`src/rtl/memory_arbiter.sv`:
```
// Arbitrates the instruction-fetch and load/store ports onto the single memory port.
// Each access is sequenced IDLE -> ACCESS -> DONE, and illegal accesses skip ACCESS.
module memory_arbiter #(
    parameter bit ROUND_ROBIN = 1'b1,
    parameter int ADDR_WIDTH  = 32
) (
    input  logic                  clk,
    input  logic                  reset,
    input  logic                  i_req,
    input  logic [ADDR_WIDTH-1:0] i_address,
    output logic                  i_ack,
    output logic [31:0]           i_rdata,
    output logic                  i_err,
    input  logic                  d_req,
    input  logic                  d_we,
    input  logic [2:0]            d_option,
    input  logic [ADDR_WIDTH-1:0] d_address,
    input  logic [31:0]           d_wdata,
    output logic                  d_ack,
    output logic [31:0]           d_rdata,
    output logic                  d_err,
    output logic                  mem_read,
    output logic                  mem_write,
    output logic [2:0]            mem_option,
    output logic [ADDR_WIDTH-1:0] mem_address,
    output logic [31:0]           mem_wdata,
    input  logic [31:0]           mem_rdata,
    output logic                  busy
);
    localparam logic [1:0] ST_IDLE   = 2'd0;
    localparam logic [1:0] ST_ACCESS = 2'd1;
    localparam logic [1:0] ST_DONE   = 2'd2;
    localparam logic       PORT_D    = 1'b0;
    localparam logic       PORT_I    = 1'b1;
    localparam logic [2:0] OPT_WORD  = 3'b010;

    logic [1:0]            state_q, state_d;
    logic                  last_grant_q, last_grant_d;
    logic                  port_q, port_d;
    logic                  we_q, we_d;
    logic [2:0]            opt_q, opt_d;
    logic [ADDR_WIDTH-1:0] addr_q, addr_d;
    logic [31:0]           wdata_q, wdata_d;
    logic [31:0]           rdata_q, rdata_d;
    logic                  err_q, err_d;

    logic                  grant_any, grant_i;
    logic                  sel_we, sel_illegal;
    logic [2:0]            sel_opt;
    logic [ADDR_WIDTH-1:0] sel_addr;

    // On a tie the round-robin build hands the grant to whoever did not win last time.
    always_comb begin
        grant_any = i_req | d_req;
        if (i_req && d_req) grant_i = ROUND_ROBIN && (last_grant_q == PORT_D);
        else                grant_i = i_req;
        sel_we   = grant_i ? 1'b0 : d_we;
        sel_opt  = grant_i ? OPT_WORD : d_option;
        sel_addr = grant_i ? i_address : d_address;
    end

    always_comb begin
        case (sel_opt)
            3'b011, 3'b110, 3'b111: sel_illegal = 1'b1;
            3'b001, 3'b101:         sel_illegal = sel_addr[0];
            3'b010:                 sel_illegal = |sel_addr[1:0];
            default:                sel_illegal = 1'b0;
        endcase
        if (sel_we && sel_opt[2]) sel_illegal = 1'b1;
    end

    always_comb begin
        // NOTE: every _d starts as its _q so no path leaves a variable unassigned (no latch).
        state_d      = state_q;
        last_grant_d = last_grant_q;
        port_d       = port_q;
        we_d         = we_q;
        opt_d        = opt_q;
        addr_d       = addr_q;
        wdata_d      = wdata_q;
        rdata_d      = rdata_q;
        err_d        = err_q;
        case (state_q)
            ST_IDLE: begin
                if (grant_any) begin
                    port_d       = grant_i ? PORT_I : PORT_D;
                    last_grant_d = grant_i ? PORT_I : PORT_D;
                    we_d         = sel_we;
                    opt_d        = sel_opt;
                    addr_d       = sel_addr;
                    wdata_d      = grant_i ? 32'h0 : d_wdata;
                    err_d        = sel_illegal;
                    rdata_d      = 32'h0;
                    state_d      = sel_illegal ? ST_DONE : ST_ACCESS;
                end
            end
            ST_ACCESS: begin
                rdata_d = we_q ? 32'h0 : mem_rdata;
                state_d = ST_DONE;
            end
            ST_DONE: begin
                rdata_d = 32'h0;
                err_d   = 1'b0;
                state_d = ST_IDLE;
            end
            default: state_d = ST_IDLE;
        endcase
    end

    // NOTE: non-blocking assignments so every register samples pre-edge values.
    always_ff @(posedge clk or negedge reset) begin
        if (!reset) begin
            state_q      <= ST_IDLE;
            last_grant_q <= PORT_D;
            port_q       <= PORT_D;
            we_q         <= 1'b0;
            opt_q        <= 3'b000;
            addr_q       <= '0;
            wdata_q      <= 32'h0;
            rdata_q      <= 32'h0;
            err_q        <= 1'b0;
        end else begin
            state_q      <= state_d;
            last_grant_q <= last_grant_d;
            port_q       <= port_d;
            we_q         <= we_d;
            opt_q        <= opt_d;
            addr_q       <= addr_d;
            wdata_q      <= wdata_d;
            rdata_q      <= rdata_d;
            err_q        <= err_d;
        end
    end

    // Strobes decode straight from state so an asynchronous reset kills a pending write.
    logic in_access, in_done;
    assign in_access   = (state_q == ST_ACCESS);
    assign in_done     = (state_q == ST_DONE);
    assign mem_read    = in_access & ~we_q;
    assign mem_write   = in_access & we_q;
    assign mem_option  = in_access ? opt_q : 3'b000;
    assign mem_address = in_access ? addr_q : '0;
    assign mem_wdata   = in_access ? wdata_q : 32'h0;

    assign i_ack   = in_done & (port_q == PORT_I);
    assign i_rdata = i_ack ? rdata_q : 32'h0;
    assign i_err   = i_ack & err_q;
    assign d_ack   = in_done & (port_q == PORT_D);
    assign d_rdata = d_ack ? rdata_q : 32'h0;
    assign d_err   = d_ack & err_q;
    assign busy    = (state_q != ST_IDLE);
endmodule

```
`config.mk`:
```
export PLATFORM = sky130hd
export DESIGN_NAME = memory_arbiter
export DESIGN_NICKNAME = d
export VERILOG_FILES = /design/src/rtl/memory_arbiter.sv
export SDC_FILE = /design/constraint.sdc
export NUM_CORES = 1
export LEC_CHECK = 0
export ABC_AREA = 1
export CAP_MARGIN = 20
export CORE_MARGIN = 2
export CORE_UTILIZATION = 30
export CTS_CLUSTER_DIAMETER = 60
export DETAILED_ROUTE_END_ITERATION = 10
export GPL_TIMING_DRIVEN = 0
export RECOVER_POWER = 50
export SKIP_CTS_REPAIR_TIMING = 1
export SLEW_MARGIN = 0
export SYNTH_ARGS = -nofsm -noshare
export SYNTH_HDL_FRONTEND = slang
export SYNTH_SLANG_ARGS = --single-unit
```
`constraint.sdc`:
```
create_clock -name clk -period 1.6 [get_ports clk]
set_input_delay 0.32 -clock clk [delete_from_list [all_inputs] [get_ports clk]]
set_output_delay 0.32 -clock clk [all_outputs]
set_load 0.01 [all_outputs]
```
## After elaboration in Yosys (flattened, before gate mapping)

Index checks and enable logic that the tools add are counted.

| storage, ports and cells | value |
|---|---|
| input port bits | 136 |
| word-level logic and storage cells | 59 |
| flip-flop bits (word level) | 104 |
| output and inout port bits | 138 |

| operators by class | value |
|---|---|
| multiplexer cells | 21 |
| equal/unequal tests | 9 |
| reduce and logical (&&, ||, !) cells | 12 |
| bitwise gates (word level) | 9 |

Operators with widths:

| operator | number |
|---|---|
| 32-bit 2-to-1 mux | 8 |
| 32-bit one-hot mux with 3 select lines | 1 |
| 3-bit == test (second input constant) | 3 |
| 1-bit bitwise AND | 6 |
| 3-bit by 2-bit == test with 1-bit output (second input constant) | 2 |
| 3-bit 2-to-1 mux | 2 |
| 2-bit AND reduction | 3 |
| 1-bit 2-to-1 mux | 5 |
| 2-bit 2-to-1 mux | 2 |
| 2-bit one-hot mux with 2 select lines | 1 |
| 2-bit nonzero test | 2 |
| 2-bit OR reduction | 2 |
| 3-bit by 1-bit == test with 1-bit output (second input constant) | 1 |
| 1-bit one-hot mux with 3 select lines | 1 |
| 3-bit nonzero test | 1 |
| 3-bit OR reduction | 1 |
| 2-bit by 1-bit == test with 1-bit output (second input constant) | 1 |
| 2-bit == test (second input constant) | 1 |
| 1-bit logical AND | 2 |
| 2-bit zero test | 1 |
| 2-bit inequality test (second input constant) | 1 |
| 1-bit NOT | 2 |
| 1-bit one-hot mux with 2 select lines | 1 |
| 1-bit OR | 1 |

## Logic depth before layout (Yosys ltp)

| depth | value |
|---|---|
| word-level depth | 10 |
| gate-level depth with buffers | 9 |
| mapped depth without buffers | 9 |

## Worst setup path before layout

OpenSTA, ideal clock, no wires.

| timing | value |
|---|---|
| path kind | flip-flop to output port |
| start | register state_q[1] |
| end | output port d_rdata[10] |
| arrival time | 1.249 ns |
| path slack | 0.031 ns |
| path buffers | 1 |
| data required time | 1.280 ns |
| stages on the path, launching flop included | 8 |
| cell sequence | dfrtp_1 -> inv_1 -> nor2_2 -> inv_1 -> nor2_1 -> inv_2 -> buf_2 -> nor2_1 |

| on the way | value |
|---|---|
| word-level cells in the longest chain between the ends | 3 |

RTL lines:

| element | RTL line | text |
|---|---|---|
| start, declared | 37 | `logic [1:0] state_q, state_d;` |
| start signal, assigned | 123 | `state_q <= state_d;` |
| 2-bit == test | 138 | `assign in_done = (state_q == ST_DONE);` |
| 1-bit bitwise AND | 148 | `assign d_ack = in_done & (port_q == PORT_D);` |
| net d_ack | 19 | `output logic d_ack,` |
| 32-bit 2-to-1 mux | 149 | `assign d_rdata = d_ack ? rdata_q : 32'h0;` |
| end, declared | 20 | `output logic [31:0] d_rdata,` |

The timed path passes the listed nets, and every way through them passes these cells.

## Worst setup path in the final report

| timing | value |
|---|---|
| start | register state_q[1] |
| end | output port d_rdata[19] |

| on the way | value |
|---|---|
| word-level cells in the longest chain between the ends | 3 |

RTL lines:

| element | RTL line |
|---|---|
| 2-bit == test | 138 |
| 1-bit bitwise AND | 148 |
| 32-bit 2-to-1 mux | 149 |

No other way between the ends.

==> out/summary.md <==
• total number of clock tree sinks: 104
• most congested layer reported by global routing: met2
• number of buffers created by CTS: 9
• delay of the slowest cell on the worst path: 0.42 ns
• endpoint arrival time on the critical path: 1.63 ns
• GP Congestion: 0.777
• total routed wirelength: 18.1 mm
• drt wl/cell: 15.3 um
• cell count after synthesis: 661
• floorplan die area: 17900 sq um
• standard cell core area: 16500 sq um
• mean number of vias per cell: 4.48
• fraction of met1 tracks used by global routing: 0.245
• Final min period: 1.95 ns
• critical path class: register to output port
• commonest non-fill, non-tap cell in the layout: sky130_fd_sc_hd__nor2_1
• DRC Markers: 0
• sequential cell area in the final layout: 2610 sq um
• number of buffers inserted by port buffering: 273
• unrepaired setup endpoints after global routing: true
• transition time of the tightest slew-check pin: 1.13 ns
• launching element type of the critical path: register
• multi-input gate area in the final layout: 1900 sq um
• final core area utilization: 0.494
• sequential area share after synthesis: 0.516
• final clock skew: 0.00525 ns
• portion of synthesized cell area occupied by the leading cell type: 0.516
• met2 Usage GRT: 0.338
• top post-synthesis cells by area: sky130_fd_sc_hd__dfrtp_1 52%, sky130_fd_sc_hd__nor2_1 12%, sky130_fd_sc_hd__o21ai_0 10%
• critical register-to-register path startpoint: state_q[1]
• worst skew pair latency: 0.35 ns
• kind of capture point of the worst setup path: output port
• number of placed I/O pins: 274
• Worst path slowest cell: sky130_fd_sc_hd__dfrtp_2
• Detailed Routing Iterations Pass 1: 4
• number of synthesized register bits: 104
• Final Hold Fails: 0
• Die W: 134 um
• fraction of layout cells with a size suffix above 1: 0.262
• CTS tree: yes
• antenna violations before repair: 0
• detailed-route via count: 5298
• deepest clock path buffer count: 2
• overall power: 0.0108 W
• clk slew on worst S/H paths: 0.07 ns
• power density relative to cell area: 1320 nW/um^2
• post-synthesis cell type with the largest combined area: sky130_fd_sc_hd__dfrtp_1
• number of rows in the core area: 47
• Top delay family on crit path: buffers and inverters
• cell-by-cell trace of the critical path: inv_2 > nor2_4 > inv_2 > nor2_4 > inv_4 > buf_6 > nor2_2 > buf_2
• source of the critical timing path: state_q[1]
• total buffers and inverters traversed by the critical path: 5
• root buffer cell: sky130_fd_sc_hd__clkbuf_16
• kind of path behind the tightest hold check: primary input to async pin
• status: finished, violations left
• GR met3 Demand/Resource: 0.0666
• share of the clock period used by the worst path after layout: 1.22
• number of DRC violations after detailed-routing iteration 0: 140
• Max Freq: 514 MHz
• Finish-stage setup viols: 137
• count of nets after finishing: 1094
• die boundary height: 134 um
• commonest cells after routing, fill and taps aside: 136 x sky130_fd_sc_hd__nor2_1, 133 x sky130_fd_sc_hd__clkdlybuf4s50_1, 123 x sky130_fd_sc_hd__buf_2
• Warnings, synthesis: 0
• number of inserted diodes: 0
• first-pass GRT wire length: 28.0 mm
• All-Layer GR Usage: 0.201
• area of the mapped netlist: 5050 sq um
• Max H-tree Level: 3
• via count of the first global-routing pass: 5365
• effective utilization at floorplan: 0.305
• maximum number of pins on one net before global-route repair: 63
• number of max-cap violations: 0
• Synthesized Nets: 797
• Slew Viols, Final: 0
• total congestion overflow after global routing: 0
• Synth-to-Final Area Change: 61.7%
• sum of net half-perimeters after detailed placement: 13.4 mm
• worst vdd ir: 0.600 mV
• synthesized area per cell: 7.63 sq um
• Worst EP required: 1.28 ns
• leakage power summed over all cells: 4.05 nW
• total of fill cells in the finished design: 1750
• failing checks: negative setup slack
• worst relative slew slack: 0.247
• maximum net fanout on the critical path: 10
• number of library cell types mapped by synthesis: 19
• Antenna Violating Nets Remaining: 0
• worst setup slack after layout: -0.347 ns
synthesized netlist by cell type:
| cell | count |
|---|---|
| sky130_fd_sc_hd__inv_1 | 113 |
| sky130_fd_sc_hd__nand3_1 | 37 |
| sky130_fd_sc_hd__clkbuf_2 | 3 |
| sky130_fd_sc_hd__nand2_1 | 53 |
| sky130_fd_sc_hd__o21ai_1 | 1 |
| sky130_fd_sc_hd__clkbuf_1 | 14 |
| sky130_fd_sc_hd__nand3b_1 | 1 |
| sky130_fd_sc_hd__buf_6 | 6 |
| sky130_fd_sc_hd__nor2_1 | 167 |
| sky130_fd_sc_hd__dfrtp_1 | 104 |
| sky130_fd_sc_hd__o22ai_1 | 30 |
| sky130_fd_sc_hd__a21oi_1 | 1 |
| sky130_fd_sc_hd__buf_2 | 17 |
| sky130_fd_sc_hd__nand2_2 | 2 |
| sky130_fd_sc_hd__o211ai_1 | 1 |
| sky130_fd_sc_hd__o21ai_0 | 102 |
| sky130_fd_sc_hd__nor2_2 | 3 |
| sky130_fd_sc_hd__inv_2 | 3 |
| sky130_fd_sc_hd__buf_4 | 3 |
final cells by class:
type,count,area share
clock buffers,12,0.0314
flip-flops and latches,104,0.319
multi-input cells,398,0.232
clock inverters,3,0.00797
repair buffers,286,0.271
plain buffers,43,0.0497
well taps,220,0.0337
inverters,116,0.0549
kinds of logic after synthesis:
| logic type | synth area share |
|---|---|
| flip-flops | 0.516 |
| buffers and inverters | 0.134 |
| AO/OA/AOI/OAI | 0.142 |
| AND/OR/NAND/NOR | 0.208 |
routing by layer:
| layer | routed length, um | vias up |
|---|---|---|
| met5 | 0 | - |
| met2 | 8650 | 186 |
| met4 | 263 | 0 |
| li1 | - | 2642 |
| met3 | 1600 | 16 |
| met1 | 7560 | 2454 |
sequential cells by signal (all words and copies together), names as in the netlist:
register,cells
addr_q,32
rdata_q,32
wdata_q,32
opt_q,3
state_q,2
err_q,1
port_q,1
we_q,1
where the power goes:
part	switching [W]	total [W]	leakage [nW]	internal (W)
clock network	0.000971	0.00242	0.159	0.00145
registers	0.000290	0.00388	1.34	0.00359
logic	0.00264	0.00446	2.55	0.00182
path summary, 6_finish.rpt:
kind	to	slack (ns)	cells after the start
min in group clk	we_q	0.49	2
worst min register to register	we_q	0.49	2
worst max register to register	wdata_q[6]	0.04	8
worst min-delay path	rdata_q[20]	0.18	1
max in group asynchronous	wdata_q[17]	0.26	2
worst max-delay path	d_rdata[19]	-0.35	8
per-stage QoR:
stage	hold WS [ns]	area (sq um)	setup WS (ns)	setup TNS (ns)	std cells
final	0.184	8160	-0.347	-30.99	1182
after global routing	0.266	8160	-0.420	-43.96	1182
after CTS	-0.00644	8400	-1.11	-121.86	1170
after detailed placement	0.371	8080	-0.716	-100.37	1155
after global placement	0.469	8050	-4.07	-521.87	1154
after floorplan	0.0244	5050	0.0314	0	661
Power figures use the tool's default switching activity.
